**src/rtl/prog_controller.sv**
```systemverilog
// Multi-cycle program controller: fetch/decode FSM, PC/IR, and the datapath control strobes.
// Define PROG_CONTROLLER_ILLEGAL_TRAP_EN to trap opcodes 8-15 into Halt and set the sticky Illegal flag.
module prog_controller #(
   parameter int PC_W    = 7,
   parameter int ROM_LAT = 1
) (
   input  logic            Clk,
   input  logic            Reset,
   input  logic [15:0]     IR_in,
   input  logic            ALU_Zero,
   input  logic            Resume,
   output logic [PC_W-1:0] PC_Out,
   output logic [15:0]     IR_Out,
   output logic [4:0]      State_Out,
   output logic [4:0]      NextState_Out,
   output logic [7:0]      D_addr,
   output logic            D_wr,
   output logic [3:0]      RF_Ra_addr,
   output logic [3:0]      RF_Rb_addr,
   output logic            RF_WenA,
   output logic            RF_WenB,
   output logic [2:0]      ALU_s,
   output logic            Halted,
   output logic            Illegal
);

   localparam logic [4:0] ST_INIT    = 5'd0;
   localparam logic [4:0] ST_FETCH   = 5'd1;
   localparam logic [4:0] ST_DECODE  = 5'd2;
   localparam logic [4:0] ST_NOOP    = 5'd3;
   localparam logic [4:0] ST_LOAD_A  = 5'd4;
   localparam logic [4:0] ST_LOAD_B  = 5'd5;
   localparam logic [4:0] ST_STORE_A = 5'd6;
   localparam logic [4:0] ST_STORE_B = 5'd7;
   localparam logic [4:0] ST_ARITH_A = 5'd8;
   localparam logic [4:0] ST_ARITH_B = 5'd9;
   localparam logic [4:0] ST_HALT    = 5'd10;
   localparam logic [4:0] ST_JUMP    = 5'd11;

   localparam logic [3:0] OP_NOOP  = 4'h0;
   localparam logic [3:0] OP_STORE = 4'h1;
   localparam logic [3:0] OP_LOAD  = 4'h2;
   localparam logic [3:0] OP_ADD   = 4'h3;
   localparam logic [3:0] OP_SUB   = 4'h4;
   localparam logic [3:0] OP_HALT  = 4'h5;
   localparam logic [3:0] OP_JMP   = 4'h6;
   localparam logic [3:0] OP_JMPZ  = 4'h7;

   localparam logic [PC_W-1:0] PC_ONE  = PC_W'(1);
   localparam logic [2:0]      STB_MAX = 3'(ROM_LAT);

   logic [4:0]      r_state;
   logic [PC_W-1:0] r_pc;
   logic [15:0]     r_ir;
   logic [2:0]      r_stable;

   logic [4:0]      w_next_state;
   logic [PC_W-1:0] w_pc_next;
   logic            w_ir_load;
   logic [3:0]      w_opcode;

   assign w_opcode = r_ir[15:12];

`ifdef PROG_CONTROLLER_ILLEGAL_TRAP_EN
   logic r_illegal;
   logic w_set_illegal;
`endif

   // Next state, next PC and IR capture.
   always_comb begin
      // NOTE: every signal gets a default before the case so no path leaves one unassigned (no latches).
      w_next_state = ST_INIT;
      w_pc_next    = r_pc;
      w_ir_load    = 1'b0;
`ifdef PROG_CONTROLLER_ILLEGAL_TRAP_EN
      w_set_illegal = 1'b0;
`endif
      case (r_state)
         ST_INIT: begin
            w_next_state = ST_FETCH;
            w_pc_next    = '0;
         end
         ST_FETCH: begin
            if (r_stable >= STB_MAX) begin
               w_next_state = ST_DECODE;
               w_ir_load    = 1'b1;
            end else begin
               w_next_state = ST_FETCH;
            end
         end
         ST_DECODE: begin
            w_pc_next = r_pc + PC_ONE;
            case (w_opcode)
               OP_NOOP:          w_next_state = ST_NOOP;
               OP_STORE:         w_next_state = ST_STORE_A;
               OP_LOAD:          w_next_state = ST_LOAD_A;
               OP_ADD, OP_SUB:   w_next_state = ST_ARITH_A;
               OP_HALT:          w_next_state = ST_HALT;
               OP_JMP, OP_JMPZ:  w_next_state = ST_JUMP;
               default: begin
`ifdef PROG_CONTROLLER_ILLEGAL_TRAP_EN
                  w_next_state  = ST_HALT;
                  w_set_illegal = 1'b1;
`else
                  w_next_state  = ST_NOOP;
`endif
               end
            endcase
         end
         ST_NOOP:    w_next_state = ST_FETCH;
         ST_LOAD_A:  w_next_state = ST_LOAD_B;
         ST_LOAD_B:  w_next_state = ST_FETCH;
         ST_STORE_A: w_next_state = ST_STORE_B;
         ST_STORE_B: w_next_state = ST_FETCH;
         ST_ARITH_A: w_next_state = ST_ARITH_B;
         ST_ARITH_B: w_next_state = ST_FETCH;
         ST_HALT:    w_next_state = Resume ? ST_FETCH : ST_HALT;
         ST_JUMP: begin
            w_next_state = ST_FETCH;
            // The PC was already incremented in Decode; a not-taken branch keeps it.
            if ((w_opcode == OP_JMP) || ((w_opcode == OP_JMPZ) && ALU_Zero))
               w_pc_next = r_ir[PC_W-1:0];
         end
         default:    w_next_state = ST_INIT;
      endcase
   end

   always_ff @(posedge Clk or posedge Reset) begin
      if (Reset) begin
         r_state  <= ST_INIT;
         r_pc     <= '0;
         r_ir     <= '0;
         r_stable <= '0;
      end else begin
         // NOTE: non-blocking assignments so every register samples pre-edge values.
         r_state <= w_next_state;
         r_pc    <= w_pc_next;
         if (w_ir_load)
            r_ir <= IR_in;
         // The counter measures how long the ROM address has been steady.
         if (w_pc_next != r_pc)
            r_stable <= '0;
         else if (r_stable != STB_MAX)
            r_stable <= r_stable + 3'd1;
      end
   end

`ifdef PROG_CONTROLLER_ILLEGAL_TRAP_EN
   always_ff @(posedge Clk or posedge Reset) begin
      if (Reset)
         r_illegal <= 1'b0;
      else if (w_set_illegal)
         r_illegal <= 1'b1;
   end
   assign Illegal = r_illegal;
`else
   assign Illegal = 1'b0;
`endif

   // Datapath strobes decoded from the current state and IR only.
   always_comb begin
      D_addr     = '0;
      D_wr       = 1'b0;
      RF_Ra_addr = '0;
      RF_Rb_addr = '0;
      RF_WenA    = 1'b0;
      RF_WenB    = 1'b0;
      ALU_s      = '0;
      case (r_state)
         ST_LOAD_A: D_addr = r_ir[11:4];
         ST_LOAD_B: begin
            D_addr     = r_ir[11:4];
            RF_Ra_addr = r_ir[3:0];
            RF_WenA    = 1'b1;
         end
         ST_STORE_A: RF_Ra_addr = r_ir[11:8];
         ST_STORE_B: begin
            D_addr = r_ir[7:0];
            D_wr   = 1'b1;
         end
         ST_ARITH_A: begin
            RF_Ra_addr = r_ir[11:8];
            RF_Rb_addr = r_ir[7:4];
         end
         ST_ARITH_B: begin
            RF_Rb_addr = r_ir[3:0];
            RF_WenB    = 1'b1;
         end
         default: ;
      endcase
      if ((r_state == ST_ARITH_A) || (r_state == ST_ARITH_B)) begin
         if (w_opcode == OP_ADD)
            ALU_s = 3'd1;
         else if (w_opcode == OP_SUB)
            ALU_s = 3'd2;
      end
   end

   assign PC_Out        = r_pc;
   assign IR_Out        = r_ir;
   assign State_Out     = r_state;
   assign NextState_Out = w_next_state;
   assign Halted        = (r_state == ST_HALT);

endmodule

```
**config.mk**
```make
export PLATFORM = sky130hd
export DESIGN_NAME = prog_controller
export DESIGN_NICKNAME = d
export VERILOG_FILES = /design/src/rtl/prog_controller.sv
export SDC_FILE = /design/constraint.sdc
export NUM_CORES = 1
export LEC_CHECK = 0
export ABC_CLOCK_PERIOD_IN_PS = 2590
export CORE_AREA = 10 10 90 92
export DETAILED_ROUTE_END_ITERATION = 8
export DIE_AREA = 0 0 100 102
export PLACE_DENSITY_LB_ADDON = 0.12
export SYNTH_ARGS = -nofsm -noshare
export SYNTH_HDL_FRONTEND = slang
export SYNTH_SLANG_ARGS = --single-unit
```
**constraint.sdc**
```tcl
create_clock -name Clk -period 2.59 [get_ports Clk]
set_clock_uncertainty 0.05 [all_clocks]
set_input_delay 0.259 -clock Clk [delete_from_list [all_inputs] [get_ports Clk]]
set_output_delay 0.259 -clock Clk [all_outputs]
set_load 0.05 [all_outputs]
```
==> results.sh, run 1 <==
export IMPL_status="complete, no violations"
export IMPL_cts_tree="yes"
export IMPL_core_area_sq_um=6277
export IMPL_cts_setup_buffers=0
export IMPL_hold_path_class="input pin to asynchronous set/reset pin"
export IMPL_synth_edff_count=0
export IMPL_fmax_mhz=423.0
export IMPL_root_buffer="clkbuf_8"
export IMPL_syn_inst=236
export IMPL_setup_ws_ns=0.2257
export IMPL_ys_ff_latch=30
export IMPL_grt_pass1_wl_um=11700
export IMPL_finalHoldViolations=0
export IMPL_die_h_um=102
export IMPL_worstSkewPairLatency_ns=0.29
export IMPL_whs_ns=0.2930
export IMPL_clock_path_buffers=2
export IMPL_synth_top_area_frac=0.3454
export IMPL_first_global_vias=2238
export IMPL_area_delta_synth_final_pct=50.43
export IMPL_path_buf_inv=1
export IMPL_endpoint="NextState_Out[0]"
export IMPL_cellLeakagePower_nw=1.347
export IMPL_place_inst=384
export IMPL_ant_nets=0
export IMPL_nets=340
export IMPL_grt_max_degree=31
export IMPL_slowest_stage="dfrtp_1"
export IMPL_cts_made_buffers=5
export IMPL_drive_above_1_share=0.2063
export IMPL_routed_wl_um=7250
export IMPL_synth_distinct_cells=59
export IMPL_rows=29
export IMPL_rsz0062_at_grt="false"
export IMPL_worstPathCellList="ha_1, o41ai_4, a21oi_1, o22ai_1, buf_12"
export IMPL_die_w_um=100
export IMPL_antenna_found_initial=0
export IMPL_ff2ff_setup_slack_ns=0.45
export IMPL_drt_first_pass_iters=5
export IMPL_n_antenna_cell=0
export IMPL_clock_sinks=30
export IMPL_ir_drop_mv=0.6148
export IMPL_dp_hpwl_um=5612
export IMPL_fillers=593
export IMPL_power_mw=4.479
export IMPL_gr_usage_all_layers=0.1431
export IMPL_rr_worst_depth=7
export IMPL_io_pins=77
export IMPL_tightestPinTransition_ns=0.5363
export IMPL_end_kind="output pin"
export IMPL_criticalPathCategory="register to output pin"
export IMPL_reg2reg_to="r_stable[2]"
export IMPL_gp_congestion=1.016
export IMPL_yosys_cell_count_top_type="dfrtp_1"
export IMPL_fin_crit_sh=0.9128
export IMPL_route_detailed_wl_per_inst_um=18.49
export IMPL_max_stage_delay_ns=0.45
export IMPL_postSynthAreaPerCell_sq_um=9.209
export IMPL_cts_hold_buf=0
export IMPL_worstPathRequired_ns=2.28
export IMPL_worstSetupStartpoint="r_stable[0]"
export IMPL_fin_tns_setup_ns=0
export IMPL_drv_slew=0
export IMPL_die_area_sq_um=10200
export IMPL_via_per_inst=5.531
export IMPL_fin_cells=392
export IMPL_synthTopCellsByArea="dfrtp_1 (35%), mux2_2 (4.7%), nor2_1 (4.3%), ha_1 (3.5%), a22o_1 (3.2%)"
export IMPL_cts_resized=0
export IMPL_setup_viol=0
export IMPL_dr_total_vias=2168
export IMPL_cp_max_fo=4
export IMPL_ys_top_cells_by_count="dfrtp_1 (30), nor2_1 (25), nand2_1 (18)"
export IMPL_arrival_ns=2.06
export IMPL_synth_largest_area_cell="dfrtp_1"
export IMPL_ys_seq_area_frac=0.3454
export IMPL_crit_cells=5
export IMPL_start_util=0.3462
export IMPL_post_place_ws_ns=0.4240
export IMPL_start_kind="register"
export IMPL_syn_area_sq_um=2173
export IMPL_power_density_nw_per_um2=1370
export IMPL_yosysWarnings=0
export IMPL_async_reset_ff_frac=1.000
export IMPL_relSlewSlack=0.6414
export IMPL_synthFlopType="dfrtp_1"
export IMPL_clk_pin_slew_ns=0.07
export IMPL_io_buffer_count=72
export IMPL_critical_path_top_delay_family="compound AO/OA/AOI/OAI gates"
export IMPL_maxCapViolCount=0
export IMPL_r2r_start="IR_Out[13]"
export IMPL_fin_crit_ns=2.364
export IMPL_htree_levels=2
export IMPL_drt_drc_violations_left=0
export IMPL_drt_iter0_markers=170
export IMPL_grt_overflow_total=0
[stage by stage]
step	util	area [sq um]
2_1_floorplan	-	2197
5_1_grt	0.5208	3269
3_5_place_dp	0.5039	3163
6_report	0.5208	3269
4_1_cts	0.5190	3258
3_3_place_gp	0.5039	3163
[registers in the layout, indices dropped and copies added, names as in the netlist]
signal     flops
IR_Out        16
State_Out      4
PC_Out         7
r_stable       3
[worst min-delay path, stage by stage]
cell and delay [ns]:
clkdlybuf4s50_1 0.39, inv_1 0.05, buf_4 0.35
[worst min-delay path by stage]
stage / startpoint / endpoint
after floorplan: Reset / IR_Out[0]
after global placement: PC_Out[6] / PC_Out[6]
after detailed placement: PC_Out[6] / PC_Out[6]
after CTS: Reset / IR_Out[7]
after global routing: Reset / IR_Out[14]
final: Reset / IR_Out[14]
[final cells by class]
class | count | area, sq um | area share
multi-input combinational | 189 | 1340 | 0.4099
timing repair buffer | 81 | 960.9 | 0.2939
sequential | 30 | 750.7 | 0.2296
tap | 77 | 96.34 | 0.02947
clock buffer | 6 | 82.58 | 0.02526
inverter | 7 | 26.28 | 0.008037
clock inverter | 2 | 12.51 | 0.003827
[routing by layer]
layer  vias up  track usage  routed length (um)
met5         -            0                   0
met4         0      0.05109                 139
met3        17      0.08367                 957
met2       112       0.2310                3365
met1      1014       0.1534                2788
li1       1025            -                   -
[cells in the final DEF, fill, tap and decap left out, types with 3 or more instances in the layout]
| master | count |
|---|---|
| ha_1 | 6 |
| o31a_1 | 3 |
| nor2b_1 | 4 |
| buf_12 | 19 |
| a21oi_1 | 8 |
| mux2_1 | 6 |
| nor2_1 | 24 |
| and2_1 | 4 |
| nor3_1 | 6 |
| clkbuf_8 | 6 |
| mux2_2 | 9 |
| o21ai_0 | 9 |
| nand2_1 | 18 |
| o21ai_1 | 7 |
| a22o_1 | 8 |
| nand4_1 | 4 |
| and3_1 | 4 |
| mux2i_1 | 6 |
| nand2b_1 | 5 |
| a22oi_1 | 6 |
| conb_1 | 4 |
| buf_4 | 16 |
| inv_1 | 7 |
| a211oi_1 | 3 |
| clkdlybuf4s50_1 | 46 |
| nand3_1 | 6 |
| dfrtp_1 | 30 |
[where the power goes]
part	leakage, nW	internal (mW)	switching [mW]
Combinational	0.929	1.16	1.81
Clock	0.0472	0.213	0.191
Sequential	0.371	0.682	0.425
Total	1.35	2.06	2.42
[logic make-up after synthesis]
logic type / synth area share
XOR/XNOR: 0.008061
buffers and inverters: 0.05412
flip-flops: 0.3454
multiplexers: 0.1054
AO/OA/AOI/OAI: 0.2067
adder cells (fa/ha/maj): 0.03454
AND/OR/NAND/NOR: 0.2441
other: 0.001725
No activity file was read; power rests on OpenSTA's default activity.
==> run 2, diff against run 1 <==
--- a/config.mk
+++ b/config.mk
@@ -6,9 +6,9 @@
 export NUM_CORES = 1
 export LEC_CHECK = 0
 export ABC_CLOCK_PERIOD_IN_PS = 2590
-export CORE_AREA = 10 10 90 92
+export CORE_AREA = 10 10 81 83
 export DETAILED_ROUTE_END_ITERATION = 8
-export DIE_AREA = 0 0 100 102
+export DIE_AREA = 0 0 91 93
 export PLACE_DENSITY_LB_ADDON = 0.12
 export SYNTH_ARGS = -nofsm -noshare
 export SYNTH_HDL_FRONTEND = slang
==> results.sh, run 2 (synthesis results as in run 1) <==
export IMPL_end_kind="output pin"
export IMPL_root_buffer="clkbuf_8"
export IMPL_fin_crit_ns=2.469
export IMPL_cts_hold_buf=0
export IMPL_fin_crit_sh=0.9535
export IMPL_largest_reg_flops=16
export IMPL_core_area_sq_um=5010
export IMPL_start_kind="register"
export IMPL_worstSkewPairLatency_ns=0.28
export IMPL_drive_above_1_share=0.1994
export IMPL_power_density_nw_per_um2=1372
export IMPL_io_pins=77
export IMPL_fmax_mhz=404.9
export IMPL_io_buffer_count=72
export IMPL_ir_drop_mv=0.8301
export IMPL_first_global_vias=2261
export IMPL_antenna_found_initial=0
export IMPL_area_delta_synth_final_pct=48.24
export IMPL_hold_path_class="input pin to asynchronous set/reset pin"
export IMPL_grt_max_degree=31
export IMPL_die_w_um=91
export IMPL_rr_worst_depth=7
export IMPL_clock_path_buffers=2
export IMPL_route_detailed_wl_per_inst_um=18.57
export IMPL_mostFrequentLayoutCells="clkdlybuf4s50_1 (46), dfrtp_1 (30), nor2_1 (23)"
export IMPL_htree_levels=2
export IMPL_clk_pin_slew_ns=0.06
export IMPL_arrival_ns=2.16
export IMPL_gr_usage_all_layers=0.1714
export IMPL_worstPathRequired_ns=2.28
export IMPL_nets=336
export IMPL_fillers=438
export IMPL_drt_drc_violations_left=0
export IMPL_finalHoldViolations=0
export IMPL_rows=26
export IMPL_routed_wl_um=7076
export IMPL_cts_setup_buffers=0
export IMPL_ant_nets=0
export IMPL_fin_tns_setup_ns=0
export IMPL_dr_total_vias=2150
export IMPL_setup_viol=0
export IMPL_start_util=0.4338
export IMPL_n_antenna_cell=0
export IMPL_criticalPathCategory="register to output pin"
export IMPL_die_h_um=93
export IMPL_layout_commonest_cell="clkdlybuf4s50_1"
export IMPL_relSlewSlack=0.6265
export IMPL_cellLeakagePower_nw=1.324
export IMPL_clock_sinks=30
export IMPL_die_area_sq_um=8463
export IMPL_drt_first_pass_iters=4
export IMPL_drt_iter0_markers=167
export IMPL_gp_congestion=0.9747
export IMPL_cts_tree="yes"
export IMPL_via_per_inst=5.643
export IMPL_grt_pass1_wl_um=11810
export IMPL_status="complete, no violations"
export IMPL_dp_hpwl_um=5461
export IMPL_whs_ns=0.3013
export IMPL_maxCapViolCount=0
export IMPL_rsz0062_at_grt="false"
export IMPL_grt_overflow_total=0
export IMPL_cp_max_fo=4
export IMPL_cts_made_buffers=5
export IMPL_regArea_sq_um=750.7
export IMPL_drv_slew=0
export IMPL_multi_input_area_sq_um=1331
export IMPL_tightestPinTransition_ns=0.5541
run 2: routing by layer:
layer / wire length [um] / track usage / vias up
li1: - / - / 1017
met1: 2889 / 0.1961 / 1023
met2: 3248 / 0.2691 / 96
met3: 824 / 0.09033 / 14
met4: 113 / 0.06005 / 0
met5: 0 / 0 / -
run 2: cell type report:
cell class	count	area share
Clock buffer	6	0.02563
Clock inverter	2	0.003883
Inverter	7	0.008155
Multi-Input combinational cell	189	0.4132
Sequential cell	30	0.2330
Tap cell	70	0.02718
Timing Repair Buffer	77	0.2889
run 2: stage by stage:
step / utilization / setup slack (ns) / instances / cell area [sq um] / total power, mW
floorplan: - / -0.1802 / 239 / 2197 / 2.986
global placement: 0.6236 / 0.4463 / 373 / 3124 / 4.017
detailed placement: 0.6236 / 0.4109 / 373 / 3124 / 4.031
CTS: 0.6426 / 0.09683 / 381 / 3219 / 4.446
finish: 0.6431 / 0.1206 / 381 / 3222 / 4.419
global route: 0.6431 / 0.01933 / 381 / 3222 / 4.700
run 2: repair_timing:
action / CTS / global route
gates resized for setup: 0 / 1
endpoints found under the setup margin: 0 / 8
endpoints found under the hold margin: 0 / 0
run 2: path summary, 6_finish.rpt:
kind | end | start | slack (ns)
max | NextState_Out[0] | r_stable[1] | 0.12
max in group asynchronous | IR_Out[12] | Reset | 1.90
min | PC_Out[2] | Reset | 0.30
max reg2reg | r_stable[2] | State_Out[2] | 0.42
min in group Clk | IR_Out[13] | IR_in[13] | 0.48
min reg2reg | PC_Out[6] | PC_Out[6] | 0.54
run 2: worst max-delay path, stage by stage (launching register included):
cell	delay [ns]
dfrtp_1	0.41
inv_1	0.06
ha_1	0.22
o41ai_2	0.54
a21oi_1	0.12
o22ai_1	0.33
buf_12	0.19
run 2: power breakdown:
group,internal [mW],switching (mW),total (mW)
registers,0.681,0.453,1.13
logic,1.13,1.76,2.89
clock network,0.213,0.183,0.396
total,2.02,2.40,4.42
